==> src/rtl/cartridge_loader_pkg.sv <==
//------------------------------------------------------------------------------
// cartridge_loader_pkg -- colour codes, word geometry and loader state encoding | rev 1.0
//------------------------------------------------------------------------------
`default_nettype none

package cartridge_loader_pkg;

   localparam int NIBS_PER_WORD_DEF = 6;
   localparam int DATA_W_DEF        = 2 * NIBS_PER_WORD_DEF;

   localparam logic [1:0] COLOR_RED    = 2'b00;
   localparam logic [1:0] COLOR_GREEN  = 2'b01;
   localparam logic [1:0] COLOR_BLUE   = 2'b10;
   localparam logic [1:0] COLOR_YELLOW = 2'b11;

   typedef enum logic [1:0] {
      ST_IDLE    = 2'd0,
      ST_COLLECT = 2'd1,
      ST_FLUSH   = 2'd2,
      ST_DONE    = 2'd3
   } loader_state_t;

endpackage

`default_nettype wire

==> src/rtl/cartridge_loader_nib_packer.sv <==
//------------------------------------------------------------------------------
// nib_packer -- MSB-first colour-nib shift register with zero-padding on demand | rev 1.0
//------------------------------------------------------------------------------
`default_nettype none

module nib_packer
   import cartridge_loader_pkg::*;
#(
   parameter int NIBS_PER_WORD = NIBS_PER_WORD_DEF,
   parameter int DATA_W        = DATA_W_DEF
) (
   input  logic              clk,
   input  logic              reset,
   input  logic              clear,
   input  logic              shift_en,
   input  logic [1:0]        color,
   input  logic              pad,
   output logic [DATA_W-1:0] word,
   output logic              word_ready,
   output logic              partial
);

   localparam int               CNT_W    = $clog2(NIBS_PER_WORD + 1);
   localparam logic [CNT_W-1:0] FULL_CNT = CNT_W'(NIBS_PER_WORD);

   logic [DATA_W-1:0] shift_reg;
   logic [DATA_W-1:0] packed_word;
   logic [CNT_W-1:0]  nib_cnt;
   logic [CNT_W-1:0]  cnt_after;
   logic [CNT_W-1:0]  pad_nibs;
   logic [CNT_W:0]    pad_bits;

   // The nib arriving this cycle is packed before any padding is decided.
   always_comb begin
      packed_word = shift_reg;
      cnt_after   = nib_cnt;
      if (shift_en) begin
         packed_word = {shift_reg[DATA_W-3:0], color};
         cnt_after   = nib_cnt + CNT_W'(1);
      end
   end

   always_comb begin
      pad_nibs   = FULL_CNT - cnt_after;
      pad_bits   = {pad_nibs, 1'b0};
      word       = packed_word << pad_bits;
      word_ready = (cnt_after == FULL_CNT) || (pad && (cnt_after != '0));
      partial    = !word_ready && (cnt_after != '0);
   end

   always_ff @(posedge clk or negedge reset) begin
      if (!reset) begin
         shift_reg <= '0;
         nib_cnt   <= '0;
      end else if (clear || word_ready) begin
         shift_reg <= '0;
         nib_cnt   <= '0;
      end else if (shift_en) begin
         shift_reg <= packed_word;
         nib_cnt   <= cnt_after;
      end
   end

endmodule

`default_nettype wire

==> src/rtl/cartridge_loader.sv <==
//------------------------------------------------------------------------------
// cartridge_loader -- packs colour nibs into words and drives the program RAM write port | rev 1.0
//------------------------------------------------------------------------------
`default_nettype none

module cartridge_loader
   import cartridge_loader_pkg::*;
#(
   parameter int NIBS_PER_WORD = NIBS_PER_WORD_DEF,
   parameter int DATA_W        = DATA_W_DEF,
   parameter int ADDR_W        = 8,
   parameter int DEPTH         = 256
) (
   input  logic              clk,
   input  logic              reset,
   input  logic              start,
   input  logic              stop,
   input  logic              color_valid,
   input  logic [1:0]        color,
   input  logic              row_end,
   output logic              wr_en,
   output logic [ADDR_W-1:0] wr_addr,
   output logic [DATA_W-1:0] wr_data,
   output logic              load_active,
   output logic              load_done,
   output logic [ADDR_W:0]   word_count,
   output logic              overflow
);

   localparam logic [ADDR_W:0]   DEPTH_C  = (ADDR_W + 1)'(DEPTH);
   localparam logic [ADDR_W-1:0] ADDR_MAX = '1;

   loader_state_t state;
   loader_state_t state_next;
   logic          restart;

   logic [DATA_W-1:0] word;
   logic              word_ready;
   logic              partial;
   logic              full;

   logic in_collect;
   logic in_flush;
   logic clear_req;
   logic shift_en;
   logic pad_req;
   logic accept;
   logic drop;

   nib_packer #(
      .NIBS_PER_WORD (NIBS_PER_WORD),
      .DATA_W        (DATA_W)
   ) u_nib_packer (
      .clk        (clk),
      .reset      (reset),
      .clear      (clear_req),
      .shift_en   (shift_en),
      .color      (color),
      .pad        (pad_req),
      .word       (word),
      .word_ready (word_ready),
      .partial    (partial)
   );

   // A write still on the bus has not been counted yet, so it already occupies a slot.
   assign full = (word_count + (ADDR_W + 1)'(wr_en)) >= DEPTH_C;

   always_ff @(posedge clk or negedge reset) begin
      if (!reset) begin
         state   <= ST_IDLE;
         restart <= 1'b0;
      end else begin
         state   <= state_next;
         restart <= (state == ST_DONE) && start;
      end
   end

   always_comb begin
      state_next = state;
      case (state)
         ST_IDLE: begin
            if (start || restart) state_next = ST_COLLECT;
         end
         ST_COLLECT: begin
            if (word_ready && full) state_next = ST_DONE;
            else if (stop)          state_next = partial ? ST_FLUSH : ST_DONE;
         end
         ST_FLUSH: begin
            state_next = ST_DONE;
         end
         ST_DONE: begin
            if (start) state_next = ST_IDLE;
         end
         default: state_next = ST_IDLE;
      endcase
   end

   always_comb begin
      in_collect  = (state == ST_COLLECT);
      in_flush    = (state == ST_FLUSH);
      load_active = in_collect || in_flush;
      load_done   = (state == ST_DONE);
      clear_req   = (state == ST_IDLE);
      shift_en    = in_collect && color_valid;
      pad_req     = (in_collect && row_end) || in_flush;
      accept      = load_active && word_ready && !full;
      drop        = load_active && word_ready && full;
   end

   always_ff @(posedge clk or negedge reset) begin
      if (!reset) begin
         wr_en      <= 1'b0;
         wr_data    <= '0;
         wr_addr    <= '0;
         word_count <= '0;
         overflow   <= 1'b0;
      end else begin
         wr_en <= accept;
         if (accept) wr_data <= word;
         if (clear_req) begin
            wr_addr    <= '0;
            word_count <= '0;
            overflow   <= 1'b0;
         end else begin
            if (wr_en && (wr_addr != ADDR_MAX))   wr_addr    <= wr_addr + ADDR_W'(1);
            if (wr_en && (word_count != DEPTH_C)) word_count <= word_count + (ADDR_W + 1)'(1);
            if (drop)                             overflow   <= 1'b1;
         end
      end
   end

endmodule

`default_nettype wire
==> config.mk <==
export PLATFORM = sky130hd
export DESIGN_NAME = cartridge_loader
export DESIGN_NICKNAME = d
export VERILOG_FILES = /design/src/rtl/cartridge_loader_pkg.sv /design/src/rtl/cartridge_loader_nib_packer.sv /design/src/rtl/cartridge_loader.sv
export SDC_FILE = /design/constraint.sdc
export NUM_CORES = 1
export LEC_CHECK = 0
export CAP_MARGIN = 10
export CORE_ASPECT_RATIO = 1.4
export CORE_MARGIN = 2
export CORE_UTILIZATION = 45
export DETAILED_ROUTE_END_ITERATION = 12
export PLACE_DENSITY = 0.77
export SYNTH_ARGS = -nofsm -noshare
export SYNTH_HDL_FRONTEND = slang
export SYNTH_SLANG_ARGS = --single-unit
==> constraint.sdc <==
create_clock -name clk -period 2.3 [get_ports clk]
set_clock_uncertainty 0.1 [all_clocks]
set_input_delay 0.345 -clock clk [delete_from_list [all_inputs] [get_ports clk]]
set_output_delay 0.345 -clock clk [all_outputs]
set_load 0.1 [all_outputs]
=== After elaboration in Yosys (flattened, before gate mapping) ===
Cells that the tools add are included.

* Register bits after elaboration: 49
* Input port bits: 8
* Word-level logic and storage cells: 68

* Add/subtract/negate cells: 5
* $lt $le $gt $ge: 1
* Eq/ne operators: 9
* Shift-type cells: 1
* Multiplexer cells: 18
* Reductions and logical operators: 25

{| class="wikitable"
|+ Operators with widths
! operator !! count
|-
| two-way mux 12 bit || 3
|-
| two-way mux 9 bit || 2
|-
| two-way mux 8 bit || 2
|-
| << shifter 12 x 4 -> 12 bit || 1
|-
| logical AND 1 bit || 11
|-
| adder 9 x 1 -> 9 bit || 1
|-
| adder 9 x 1 -> 9 bit (second input constant) || 1
|-
| greater-or-equal comparator 9 bit (second input constant) || 1
|-
| two-way mux 3 bit || 3
|-
| inequality test 9 bit (second input constant) || 1
|-
| adder 8 x 1 -> 8 bit (second input constant) || 1
|-
| two-way mux 2 bit || 4
|-
| inequality test 8 bit (second input constant) || 1
|-
| one-hot mux 2 bit (4 select lines) || 1
|-
| nonzero test 2 bit || 4
|-
| logical OR 1 bit || 5
|-
| == test 2 bit (second input constant) || 2
|-
| inequality test 2 bit (second input constant) || 2
|-
| adder 3 x 1 -> 3 bit (second input constant) || 1
|-
| == test 3 bit (second input constant) || 1
|-
| two-way mux 1 bit || 3
|-
| inequality test 3 x 2 -> 1 bit (second input constant) || 1
|-
| AND reduction 3 bit || 1
|-
| nonzero test 3 bit || 1
|-
| 4 further kinds || 5
|}

=== Logic depth before layout (Yosys ltp) ===
* Depth in word-level cells: 12
* Mapped depth: 10
* Depth with buffers taken out: 8

=== By module ===
From an unflattened synthesis, not the netlist that was laid out.

* Cells, all modules: 279
* Area total of the unflattened synthesis: 2986.6 um^2

{| class="wikitable"
|+ By module, submodules not included
! module !! instances !! cells each !! area each (um^2) !! sequential area each (um^2)
|-
| cartridge_loader || 1 || 154 || 1765.4 || 850.8
|-
| nib_packer || 1 || 125 || 1221.2 || 375.4
|}

=== Worst setup path before layout ===
OpenSTA, ideal clock, no wires.

* Kind: reg-to-reg
* Start point: reg word_count[4]
* End point: reg wr_data[5]
* Arrival: 2.559 ns
* Required time: 2.090 ns
* Slack: -0.469 ns
* Stages on the path, launching flop included: 7
* Path buffers: 1
* Clock period less this slack: 2.769 ns
* Cell sequence: dfrtp_1 > nand4_1 > or3_1 > xor2_1 > nand3_2 > buf_2 > o41ai_1

* Cells in the longest elaborated chain, start to end: 4

{| class="wikitable"
|+ Ends and longest elaborated chain
! item !! line !! text
|-
| from (decl) || cartridge_loader.sv:26 || <nowiki>output logic [ADDR_W:0] word_count,</nowiki>
|-
| from (signal assigned) || cartridge_loader.sv:126 || <nowiki>if (wr_en && (word_count != DEPTH_C)) word_count <= word_count + (ADDR_W + 1)'(1);</nowiki>
|-
| adder 9 x 1 -> 9 bit || cartridge_loader.sv:66 || <nowiki>assign full = (word_count + (ADDR_W + 1)'(wr_en)) >= DEPTH_C;</nowiki>
|-
| greater-or-equal comparator 9 bit || cartridge_loader.sv:66 ||
|-
| zero test 1 bit || cartridge_loader.sv:106 || <nowiki>accept = load_active && word_ready && !full;</nowiki>
|-
| logical AND 1 bit || cartridge_loader.sv:106 ||
|-
| to (signal assigned) || cartridge_loader.sv:119 || <nowiki>if (accept) wr_data <= word;</nowiki>
|-
| to (decl) || cartridge_loader.sv:23 || <nowiki>output logic [DATA_W-1:0] wr_data,</nowiki>
|}

No other way between the ends.
A chain may end at the register's enable or synchronous reset.

=== Worst setup path after layout ===
* Start point: reg state[0]
* End point: reg wr_data[8]

* Cells in the longest elaborated chain, start to end: 8
* Elaborated cells on any way between the ends: 16
* Classes of those cells: 1 x add/sub; 3 x eq/ne; 1 x shift; 2 x mux; 9 x reduce/logical

{| class="wikitable"
|+ Ends and longest elaborated chain
! item !! line !! text
|-
| from (decl) || cartridge_loader.sv:33 || <nowiki>loader_state_t state;</nowiki>
|-
| from (signal assigned) || cartridge_loader.sv:73 || <nowiki>state <= state_next;</nowiki>
|-
| parallel branches: the longest is 8 deep, another holds subtractor 3 bit || n/a ||
|}

Several ways; the timed one is not identified.

==> flow_summary.yaml <==
outcome:
  status: "completed"
synth:
  yosysWarningCount: 0
  yosys_register_bits: 49
  synth.distinct_cells: 55
  synthArstFlopShare: 1.00
  ys_top_cells_by_area: "dfrtp_1 43%, nand2_1 5.9%, a21oi_1 4.9%"
  syn_inst: 320
  syn_area_per_cell_um2: 8.95
  synth_top_cell_area_share: 0.428
  ys_seq_area_frac: 0.428
  ys.flop_type: "dfrtp_1"
  netlist_area_mm2: 0.00286
  synth-edff-count: 0
  yosysTopAreaCell: "dfrtp_1"
  syn-num-nets: 336
critical_path:
  critPathMaxFanout: 9
  critPathKind: "register to register"
  path_cells: "buf_4 > inv_1 > ha_1 > a21oi_1 > a21oi_1 > o22a_2 > nand3_2 > buf_4 > a21oi_1 > a21o_1"
  worstRegToRegCells: 10
  critPathMostFrequentCell: "a21oi_1"
  rrSetupSlack_ps: 100
  crit_family: "compound AO/OA/AOI/OAI gates"
  worstPathRequired_ps: 2410
  r2r-start: "state[0]"
  critPathLaunch: "state[0]"
  arrival_ps: 2310
  crit_slowest_cell: "dfrtp_1"
  cpPeakStageDelay_ps: 410
  worst_setup_path_start_kind: "register"
  r2r-end: "wr_data[8]"
  crit_buf_inv: 3
  cp-end-kind: "register"
sta:
  hold_viol: 0
  max_slew_margin: 0.632
  totalNegativeSetupSlack_ps: 0
  holdWs_ps: 391
  period_share: 0.956
  setup_violations: 0
  worst_slack_ps: 101
  fin_crit_ps: 2200
  slew_violations: 0
  tightest_slew_ps: 551
  fmax_ghz: 0.455
global_routing:
  grt_max_degree: 36
  grt_first_pass_wirelength_mm: 11.9
  grt.overflow.total: 0
  grt_pass1_vias: 2543
  grtUsageTotal: 0.206
  antenna_found_initial: 0
clocking:
  htreeDepth: 2
  root_buffer: "clkbuf_8"
  cts_tree: "built"
  cts_made_buffers: 5
  clk_latency_ps: 310
  clk_pin_slew_ps: 100
  cts_num_sinks: 49
  clk_path_buf_depth: 2
pwr:
  switchingPower_mw: 2.21
  combinationalPowerShare: 0.627
  leakagePower_nw: 1.64
  swShare: 0.502
  total_power_mw: 4.40
  peakVddDrop_uv: 570
  power_frac_clock: 0.118
  p_seq_frac: 0.255
  power_density_mw_per_mm2: 1190
  intPower_mw: 2.19
min_path:
  holdCritPathClass: "register to register"
  holdPathEnd: "wr_data[8]"
  hold_path_startpoint: "wr_data[8]"
  min_path_cells: 1
placed_design:
  pre_cts_ws_ps: -237
  place_inst: 450
  gp_congestion: 0.934
  dpl.hpwl_mm: 5.24
  port_buffers: 40
  dpl_cell_area_mm2: 0.00350
routing:
  vias_per_cell: 5.73
  wire_per_inst_um: 15.4
  drc: 0
  ant_nets: 0
  drt_wl_total_mm: 7.05
  drt_pass1_iterations: 4
  drt_iter0_markers: 120
  vias: 2631
die:
  die_w_um: 71.4
  die_y_um: 98.4
  core_area_mm2: 0.00617
  start_util: 0.464
  fp.dieArea_mm2: 0.00702
  ios: 41
  row_count: 34
final_layout:
  final_util: 0.600
  final_cells: 459
  drive_gt1_frac: 0.307
  diodes: 0
  nets: 402
  syn_to_final_growth_pct: 29.3
  final_cell_area_mm2: 0.00370
run:
  cap_violations: 0
## layer usage
metal / global-route usage / wire (um) / share of wire / vias up
li1: - / - / - / 1264
met1: 0.253 / 2910 / 0.41 / 1289
met2: 0.368 / 3780 / 0.54 / 68
met3: 0.0320 / 281 / 0.040 / 10
met4: 0.0581 / 78 / 0.011 / 0
met5: 0 / 0 / 0 / -
## how the worst max path moves through the flow
stage,endpoint,depth (start not counted)
final,wr_data[8],10
after global routing,wr_data[10],10
after CTS,wr_data[2],7
after detailed placement,u_nib_packer.shift_reg[3],6
after global placement,u_nib_packer.shift_reg[6],6
after floorplan,wr_data[5],5
## cells by family (layout without fill, tap and decap cells)
kind of cell,after synthesis,count (layout),share of synthesized area
multiplexers,5,5,0.0240
flip-flops,49,49,0.428
AND/OR/NAND/NOR,126,126,0.201
adder cells (fa/ha/maj),8,8,0.0350
XOR/XNOR,19,19,0.0581
buffers and inverters,29,96,0.0485
AO/OA/AOI/OAI,84,84,0.205
## cell usage in the layout (no fill, tap or decap), drive strengths merged, types with 3 or more instances in the layout
cell type,netlist,final
a31oi,6,6
o211ai,7,7
buf,17,72
clkdlybuf4s50,0,6
o21ai,13,13
clkbuf,3,5
ha,8,8
or3,4,4
a311oi,3,3
and3,3,3
nor2,37,37
a21o,4,4
dfrtp,49,49
nand3,17,17
o41ai,4,4
nand2,45,45
a21oi,28,28
nand4,8,8
inv,8,9
xor2,10,10
xnor2,9,9
mux2i,3,3
## synthesized netlist by cell type, drive strengths merged, types with 2 or more instances
cell type,instances
dfrtp,49
nand2,45
nor2,37
a21oi,28
buf,17
nand3,17
o21ai,13
xor2,10
xnor2,9
ha,8
inv,8
nand4,8
o211ai,7
a31oi,6
a21o,4
o41ai,4
or3,4
a311oi,3
and3,3
clkbuf,3
mux2i,3
a21bo,2
a2bb2oi,2
and2,2
mux2,2
nand2b,2
nor3,2
nor4b,2
o2111ai,2
o21a,2
o22a,2
o2bb2ai,2
o31ai,2
## power by group through the flow
| stage | Combinational [mW] | Clock, mW | Sequential [mW] |
|---|---|---|---|
| 3_3_place_gp | 2.58 | 0 | 1.12 |
| 3_5_place_dp | 2.61 | 0 | 1.12 |
| 6_report | 2.76 | 0.520 | 1.12 |
| 2_1_floorplan | 1.45 | 0 | 1.54 |
| 4_1_cts | 2.64 | 0.537 | 1.11 |
| 5_1_grt | 2.96 | 0.560 | 1.14 |
## what timing repair did
action                                  4_1_cts  5_1_grt
gates resized for setup                       3       16
pin swaps                                     0        1
endpoints found under the hold margin        24        0
endpoints found under the setup margin       16       12
hold buffers                                  1        0
buffers inserted                              0        0
## final cells by class
| cell class | instances | area [um^2] |
|---|---|---|
| clock buffer | 5 | 68.8 |
| clock inverter | 3 | 21.3 |
| fill | 526 | 2470 |
| inverter | 9 | 37.5 |
| multi-input combinational | 242 | 1590 |
| sequential | 49 | 1260 |
| tap | 72 | 90.1 |
| timing repair buffer | 79 | 628 |
Note: power is estimated with default switching activity, not from simulation.
